File: src/rtl/uart_tx_seq.sv
// Burst UART transmitter: on each sample-ready pulse, sends BYTES_PER_FRAME bytes from the splitter as 8N1 frames.
// Optional UART_TX_PARITY_EN inserts an even-parity bit per byte (8E1).
module uart_tx_seq #(
    parameter int unsigned CLKS_PER_BIT    = 868,
    parameter int unsigned BYTES_PER_FRAME = 4
) (
    input  logic       clk,
    input  logic       rst,
    input  logic       merge_finished_i,
    input  logic [7:0] data_uart_i,
    output logic       tx_o,
    output logic       next_byte_o,
    output logic       busy_o,
    output logic       frame_done_o,
    output logic       overrun_o
);
    localparam int TW = $clog2(CLKS_PER_BIT);
    localparam int CW = $clog2(BYTES_PER_FRAME) + 1;

`ifdef UART_TX_PARITY_EN
    typedef enum logic [2:0] {IDLE, LOAD, START, DATA, PARITY, STOP} state_t;
`else
    typedef enum logic [2:0] {IDLE, LOAD, START, DATA, STOP} state_t;
`endif

    state_t        state, state_n;
    logic [TW-1:0] timer, timer_n;
    logic [2:0]    bit_idx, bit_idx_n;
    logic [CW-1:0] byte_cnt, byte_cnt_n, byte_cnt_inc;
    logic [7:0]    shift_reg, shift_n;
    logic          tx_n, next_byte_n, busy_n, done_n, overrun_n;
    logic          bit_end;

    assign bit_end      = (timer == TW'(CLKS_PER_BIT - 1));
    assign byte_cnt_inc = byte_cnt + CW'(1);

    always_ff @(posedge clk) begin
        if (rst) begin
            state        <= IDLE;
            timer        <= '0;
            bit_idx      <= '0;
            byte_cnt     <= '0;
            shift_reg    <= '0;
            tx_o         <= 1'b1;
            next_byte_o  <= 1'b0;
            busy_o       <= 1'b0;
            frame_done_o <= 1'b0;
            overrun_o    <= 1'b0;
        end else begin
            state        <= state_n;
            timer        <= timer_n;
            bit_idx      <= bit_idx_n;
            byte_cnt     <= byte_cnt_n;
            shift_reg    <= shift_n;
            tx_o         <= tx_n;
            next_byte_o  <= next_byte_n;
            busy_o       <= busy_n;
            frame_done_o <= done_n;
            overrun_o    <= overrun_n;
        end
    end

    always_comb begin
        state_n     = state;
        timer_n     = bit_end ? '0 : timer + TW'(1);
        bit_idx_n   = bit_idx;
        byte_cnt_n  = byte_cnt;
        shift_n     = shift_reg;
        tx_n        = tx_o;
        next_byte_n = 1'b0;
        busy_n      = busy_o;
        done_n      = 1'b0;
        // The done cycle still counts as busy: a pulse there is an overrun, not a new burst.
        overrun_n   = overrun_o | (merge_finished_i & (busy_o | frame_done_o));

        case (state)
            IDLE: begin
                tx_n    = 1'b1;
                busy_n  = 1'b0;
                timer_n = '0;
                if (merge_finished_i && !frame_done_o) begin
                    state_n    = LOAD;
                    byte_cnt_n = '0;
                    busy_n     = 1'b1;
                end
            end
            LOAD: begin
                // Splitter buffer was loaded one edge ago, so its byte is valid now.
                shift_n     = data_uart_i;
                next_byte_n = 1'b1;
                tx_n        = 1'b0;
                timer_n     = '0;
                state_n     = START;
            end
            START: begin
                if (bit_end) begin
                    state_n   = DATA;
                    bit_idx_n = '0;
                    tx_n      = shift_reg[0];
                end
            end
            DATA: begin
                if (bit_end) begin
                    if (bit_idx == 3'd7) begin
`ifdef UART_TX_PARITY_EN
                        state_n = PARITY;
                        tx_n    = ^shift_reg;
`else
                        state_n = STOP;
                        tx_n    = 1'b1;
`endif
                    end else begin
                        bit_idx_n = bit_idx + 3'd1;
                        tx_n      = shift_reg[bit_idx + 3'd1];
                    end
                end
            end
`ifdef UART_TX_PARITY_EN
            PARITY: begin
                if (bit_end) begin
                    state_n = STOP;
                    tx_n    = 1'b1;
                end
            end
`endif
            STOP: begin
                if (bit_end) begin
                    byte_cnt_n = byte_cnt_inc;
                    tx_n       = 1'b1;
                    if (byte_cnt_inc < CW'(BYTES_PER_FRAME)) begin
                        state_n = LOAD;
                    end else begin
                        state_n = IDLE;
                        done_n  = 1'b1;
                        busy_n  = 1'b0;
                    end
                end
            end
            default: begin
                state_n = IDLE;
                tx_n    = 1'b1;
                busy_n  = 1'b0;
            end
        endcase
    end
endmodule

File: config.mk
export PLATFORM = sky130hd
export DESIGN_NAME = uart_tx_seq
export DESIGN_NICKNAME = d
export VERILOG_FILES = /design/src/rtl/uart_tx_seq.sv
export SDC_FILE = /design/constraint.sdc
export NUM_CORES = 1
export LEC_CHECK = 0
export BUFFER_PORTS_ARGS = -buffer_cell sky130_fd_sc_hd__buf_2
export CORE_MARGIN = 3
export CORE_UTILIZATION = 44
export CTS_CLUSTER_SIZE = 20
export DETAILED_ROUTE_END_ITERATION = 10
export MAX_ROUTING_LAYER = met4
export PLACE_DENSITY_LB_ADDON = 0.25
export SLEW_MARGIN = 20
export SYNTH_ARGS = -nofsm -noshare
export SYNTH_HDL_FRONTEND = slang
export SYNTH_SLANG_ARGS = --single-unit
export TNS_END_PERCENT = 10
File: constraint.sdc
create_clock -name clk -period 5.7 [get_ports clk]
set_input_delay 0 -clock clk [delete_from_list [all_inputs] [get_ports clk]]
set_output_delay 0 -clock clk [all_outputs]
set_load 0.005 [all_outputs]
==> impl_metrics.ini, run 1 <==
[synth]
synth-seq-cells = 32
synthesis.nets = 189
synthCells = 174
synth_adder_area_share_pct = 3.40
synth_seq_area_share_pct = 43.5
syn_area_sq_um = 1470
synthSimpleGateAreaFrac_pct = 24.2
synth_top_family_by_area = simple AND/OR/NAND/NOR gates
synth_mux_area_share_pct = 5.60
synth_xor_area_share_pct = 5.35
yosys_warnings = 0
ys_types = 33
avgSynthCellArea_sq_um = 8.47
synth-compound-area-share_pct = 14.6

[critical_path]
cp_data_arrival_time_ps = 2210
worstSetupEndpointType = flop
cp_max_fo = 5
critPathMaxStageDelay_ps = 460
crit_slowest_cell = mux4_2
worstPathCellList = ha_1, ha_1, mux2i_1, mux4_2, a22o_1, mux2i_1
worstPathRequired_ps = 5950
crit_type = flop to flop
start_kind = flop

[sta]
setup_tns_ps = 0
maxSlewViolCount = 0
timing.final.crit_period_ps = 1970
finalSetupViolCount = 0
hold_viol_final = 0
worst_pin_slew_ps = 858
skew_ps = 7.17
fin_crit_sh_pct = 34.5
rsz0062_at_grt = no
max_slew_margin_pct = 42.4
max_freq_mhz = 508

[grt]
grt_pass1_vias = 1292
grt_pass1_wl_mm = 5.61
grt_overflow = 0
grt_max_degree = 25
gr-usage-all-layers_pct = 17.7
antenna_found_initial = 0

[pwr]
switching_share_pct = 24.7
p_sw_mw = 0.107
p_comb_share_pct = 11.3
powerDensity_nw_per_um2 = 251
seqPwrFrac_pct = 56.2
leakagePower_nw = 0.600
internal_power_mw = 0.326
ir_worst_vdd_v = 0.000148
clockPowerShare_pct = 32.6

[clocking]
cts_hold_buf = 9
cts_tree = done
clk_latency_ps = 320
cts_num_sinks = 32
cts_buffers = 5
clock-root-buffer = clkbuf_4
post_cts_buffers = 0
htreeDepth = 2
cts-resized-gates = 0
path_clk_slew_ps = 100
cts_buffer_depth = 2

[drt]
drt_iter0_markers = 64
route.detailed.drc = 0
routed_wl_mm = 3.05
viasPerCell = 5.28
drt_pass1_iterations = 4
vias = 1278
wl_per_cell_um = 12.6
ant_nets = 0

[layout]
largest_reg_flops = 10
fin_nets = 213
fill_cells = 297
final_common_cell = dfxtp_1
area.growth.synth_to_final_pct = 17.2
antenna_cells = 0
layout-drive-gt1-share_pct = 12.1
seq_area_sq_um = 641
final_cell_mix = 32 x dfxtp_1, 26 x nand2_1, 16 x nor2_1, 16 x a21oi_1, 15 x buf_2
multi_input_area_sq_um = 783
fin_util_pct = 55.2

[die]
die_w_um = 63.9
start_util_pct = 47.1
core_area_sq_um = 3130
die-area_sq_um = 4080
die_h_um = 63.9
row_count = 20
ios = 16

[status]
outcome = finished, final reports clean

[placed_design]
gp_routability_congestion = 0.817
numPortBuffers = 15
dp_hpwl_mm = 2.12

[hold_path]
min_path_type = input pin to flop

[job]
drv_cap = 0
## logic make-up after synthesis
kind of cell    count (synthesis)
flops                          32
compound gates                 36
simple gates                   74
buf+inv                        12
xor+xnor                        9
mux                             7
fa+ha+maj                       4
## per-stage QoR
| stage | power (mW) | hold WS [ps] | cell area, sq um | worst slack (ps) | instances |
|---|---|---|---|---|---|
| 2_1_floorplan | 0.277 | 78.5 | 1470 | 3840 | 174 |
| 3_3_place_gp | 0.290 | 242 | 1570 | 3820 | 226 |
| 3_5_place_dp | 0.292 | 249 | 1570 | 3750 | 226 |
| 4_1_cts | 0.437 | 97.9 | 1730 | 3730 | 242 |
| 5_1_grt | 0.459 | 117 | 1730 | 3550 | 242 |
| 6_report | 0.433 | 107 | 1730 | 3730 | 242 |
## power groups by stage
stage               combinational [mW]  sequential [mW]  clock (mW)
global route                    0.0560            0.246       0.157
floorplan                       0.0337            0.243           0
detailed placement              0.0436            0.248           0
CTS                             0.0486            0.243       0.145
finish                          0.0487            0.243       0.141
global placement                0.0421            0.248           0
## routing by layer
| metal | up-vias | routed length (um) | global-route usage (%) |
|---|---|---|---|
| met2 | 36 | 1480 | 30.2 |
| met1 | 577 | 1360 | 20.6 |
| met4 | 0 | 42 | 4.85 |
| met5 | - | 0 | - |
| met3 | 7 | 172 | 4.22 |
| li1 | 658 | - | - |
## path summary, 6_finish.rpt
kind	from	endpoint	slack (ps)	cells past startpoint
setup / recovery	bit_idx[0]	tx_o	3730	6
setup reg to reg	bit_idx[0]	tx_o	3730	6
hold / removal	rst	next_byte_o	110	2
hold reg to reg	overrun_o	overrun_o	450	2
## cells in the mapped netlist, drive strengths merged
master / count / area, sq um
a2111oi: 1 / 8.76
inv: 5 / 18.8
nor3b: 1 / 7.51
a31oi: 2 / 12.5
or2: 1 / 6.26
ha: 4 / 50.1
nand4bb: 1 / 11.3
clkbuf: 3 / 11.3
a22o: 1 / 8.76
a21o: 1 / 7.51
nor2b: 2 / 12.5
xor2: 2 / 17.5
a21oi: 16 / 80.1
nand2: 26 / 97.6
buf: 4 / 20.0
o41a: 1 / 11.3
xnor2: 7 / 61.3
mux4: 1 / 22.5
nor3: 5 / 30.0
nand3: 7 / 35.0
o21ai: 8 / 40.0
nand4b: 1 / 8.76
dfxtp: 32 / 641
nand2b: 3 / 18.8
nor4: 3 / 18.8
a41oi: 1 / 8.76
and2: 2 / 12.5
nand4: 2 / 12.5
mux2i: 6 / 60.1
nor2: 16 / 60.1
or3: 4 / 25.0
o211ai: 5 / 37.5
## layout make-up
class | count | share of cell area [%]
Tap cell | 44 | 3.19
Multi-Input combinational cell | 130 | 45.3
Clock buffer | 7 | 3.77
Inverter | 5 | 1.09
Sequential cell | 32 | 37.1
Timing Repair Buffer | 24 | 9.56
## critical path: cells and delay by family, from the launching register on
kind	cells	cell delay [ps]
AOI/OAI and AO/OA	1	220
DFF	1	360
muxes	3	730
adders and majority gates	2	590
(Power assumes the default switching activity.)
==> run 2, diff against run 1 <==
==> constraint.sdc (replaced) <==
create_clock -name clk -period 2.1 [get_ports clk]
set_input_delay 0 -clock clk [delete_from_list [all_inputs] [get_ports clk]]
set_output_delay 0 -clock clk [all_outputs]
set_load 0.005 [all_outputs]
==> impl_metrics.ini, run 2 (synthesized netlist as in run 1, its figures left out) <==
[grt]
grt_pass1_vias = 1303
grt_max_degree = 25
grtUsageMet2_pct = 28.4
use_met1_pct = 19.8
grt_overflow = 0
top_usage_layer = met2
met3_usage_pct = 5.98
grt_pass1_wl_mm = 5.49
gr-usage-all-layers_pct = 17.4
antenna_found_initial = 0

[sta]
hold_viol_final = 0
worst_pin_slew_ps = 588
rsz0062_at_grt = no
setup_tns_ps = 0
max_freq_mhz = 515
max_slew_margin_pct = 60.5
finalSetupViolCount = 0
timing.final.crit_period_ps = 1940
maxSlewViolCount = 0
fin_crit_sh_pct = 92.5
skew_ps = 5.53

[layout]
final_cell_mix = 32 x dfxtp_1, 26 x nand2_1, 16 x nor2_1, 16 x a21oi_1, 15 x buf_2
layout-drive-gt1-share_pct = 13.4
largest_reg_flops = 10
antenna_cells = 0
final_cell_area_sq_um = 1750
fin_nets = 216
area.growth.synth_to_final_pct = 18.8
final_common_cell = dfxtp_1

[die]
die-area_sq_um = 4080
core_area_sq_um = 3130
ios = 16
start_util_pct = 47.1
die_h_um = 63.9
row_count = 20
die_w_um = 63.9

[clocking]
post_cts_buffers = 0
cts_buffers = 5
htreeDepth = 2
clock-root-buffer = clkbuf_4
cts_buffer_depth = 2
path_clk_slew_ps = 90
cts_tree = done
clk_latency_ps = 320
cts_num_sinks = 32

[job]
drv_cap = 0

[critical_path]
rr_worst_depth = 6
worstPathRequired_ps = 2360
r2r_setup_slack_ps = 160
worstSetupEndpointType = flop
reg2reg_from = bit_idx[0]
cp_data_arrival_time_ps = 2200
start_kind = flop
crit_type = flop to flop
crit_start = bit_idx[0]
cp_max_fo = 5
rr_endpoint = tx_o
critPathCapture = tx_o

[drt]
wl_per_cell_um = 12.1
ant_nets = 0
vias = 1299
drt_iter0_markers = 55
viasPerCell = 5.30
drt_pass1_iterations = 4
routed_wl_mm = 2.96
route.detailed.drc = 0

[pwr]
powerDensity_nw_per_um2 = 674
ir_worst_vdd_v = 0.000391
power.total_mw = 1.18
leakagePower_nw = 0.615

[placed_design]
placed_area_sq_um = 1600
dp_hpwl_mm = 2.06
numPortBuffers = 15
gp_routability_congestion = 0.849

[status]
outcome = finished, final reports clean

[hold_path]
min_path_type = input pin to flop
-- run 2: cell types whose count changed in the layout (fill, tap and decap cells not counted), sizes merged --
cell | previous run | this run
buf | 15 | 18
-- run 2: metal layers --
metal  up-vias  part of all wire [%]
li1        665                     -
met1       591                    46
met4         0                   1.6
met3         6                   5.7
met5         -                     0
met2        37                    47
-- run 2: area by class of cell --
| cell class | instances | area [sq um] |
|---|---|---|
| Sequential cell | 32 | 641 |
| Timing Repair Buffer | 27 | 188 |
| Clock buffer | 7 | 65.1 |
| Fill cell | 294 | 1380 |
| Tap cell | 44 | 55.1 |
| Inverter | 5 | 18.8 |
| Multi-Input combinational cell | 130 | 783 |
-- run 2: per-stage QoR --
step | cells | hold slack [ps] | util, % | setup slack [ps]
after floorplan | 174 | 78.5 | - | 240
after global placement | 229 | 240 | 51.0 | 216
after detailed placement | 229 | 249 | 51.0 | 160
after CTS | 245 | 75.5 | 56.0 | 149
after global routing | 245 | 102 | 56.0 | 27.9
final | 245 | 91.3 | 56.0 | 158
-- run 2: critical path, cell delays in order, from the launching register on --
cell,delay [ps]
dfxtp_1,350
ha_1,210
ha_1,370
mux2i_1,150
mux4_2,470
a22o_1,210
mux2i_1,120
-- run 2: worst min-delay path by stage --
| stage | slack [ps] | depth (start not counted) | start | to |
|---|---|---|---|---|
| after global placement | 240 | 3 | data_uart_i[1] | shift_reg[1] |
| after floorplan | 80 | 1 | rst | frame_done_o |
| final | 90 | 2 | rst | overrun_o |
| after detailed placement | 250 | 3 | data_uart_i[6] | shift_reg[6] |
| after global routing | 100 | 2 | rst | byte_cnt[2] |
| after CTS | 80 | 2 | rst | overrun_o |
-- run 2: report_power, final --
part / internal, mW / switching (mW) / total, mW
combinational: 0.0652 / 0.0690 / 0.134
clock: 0.190 / 0.196 / 0.386
sequential: 0.634 / 0.0263 / 0.660
total: 0.888 / 0.292 / 1.18
-- run 2: what timing repair did --
action / in CTS / in global routing
gates resized for setup: 0 / 0
hold endpoints to repair: 9 / 0
hold buffers: 9 / 0
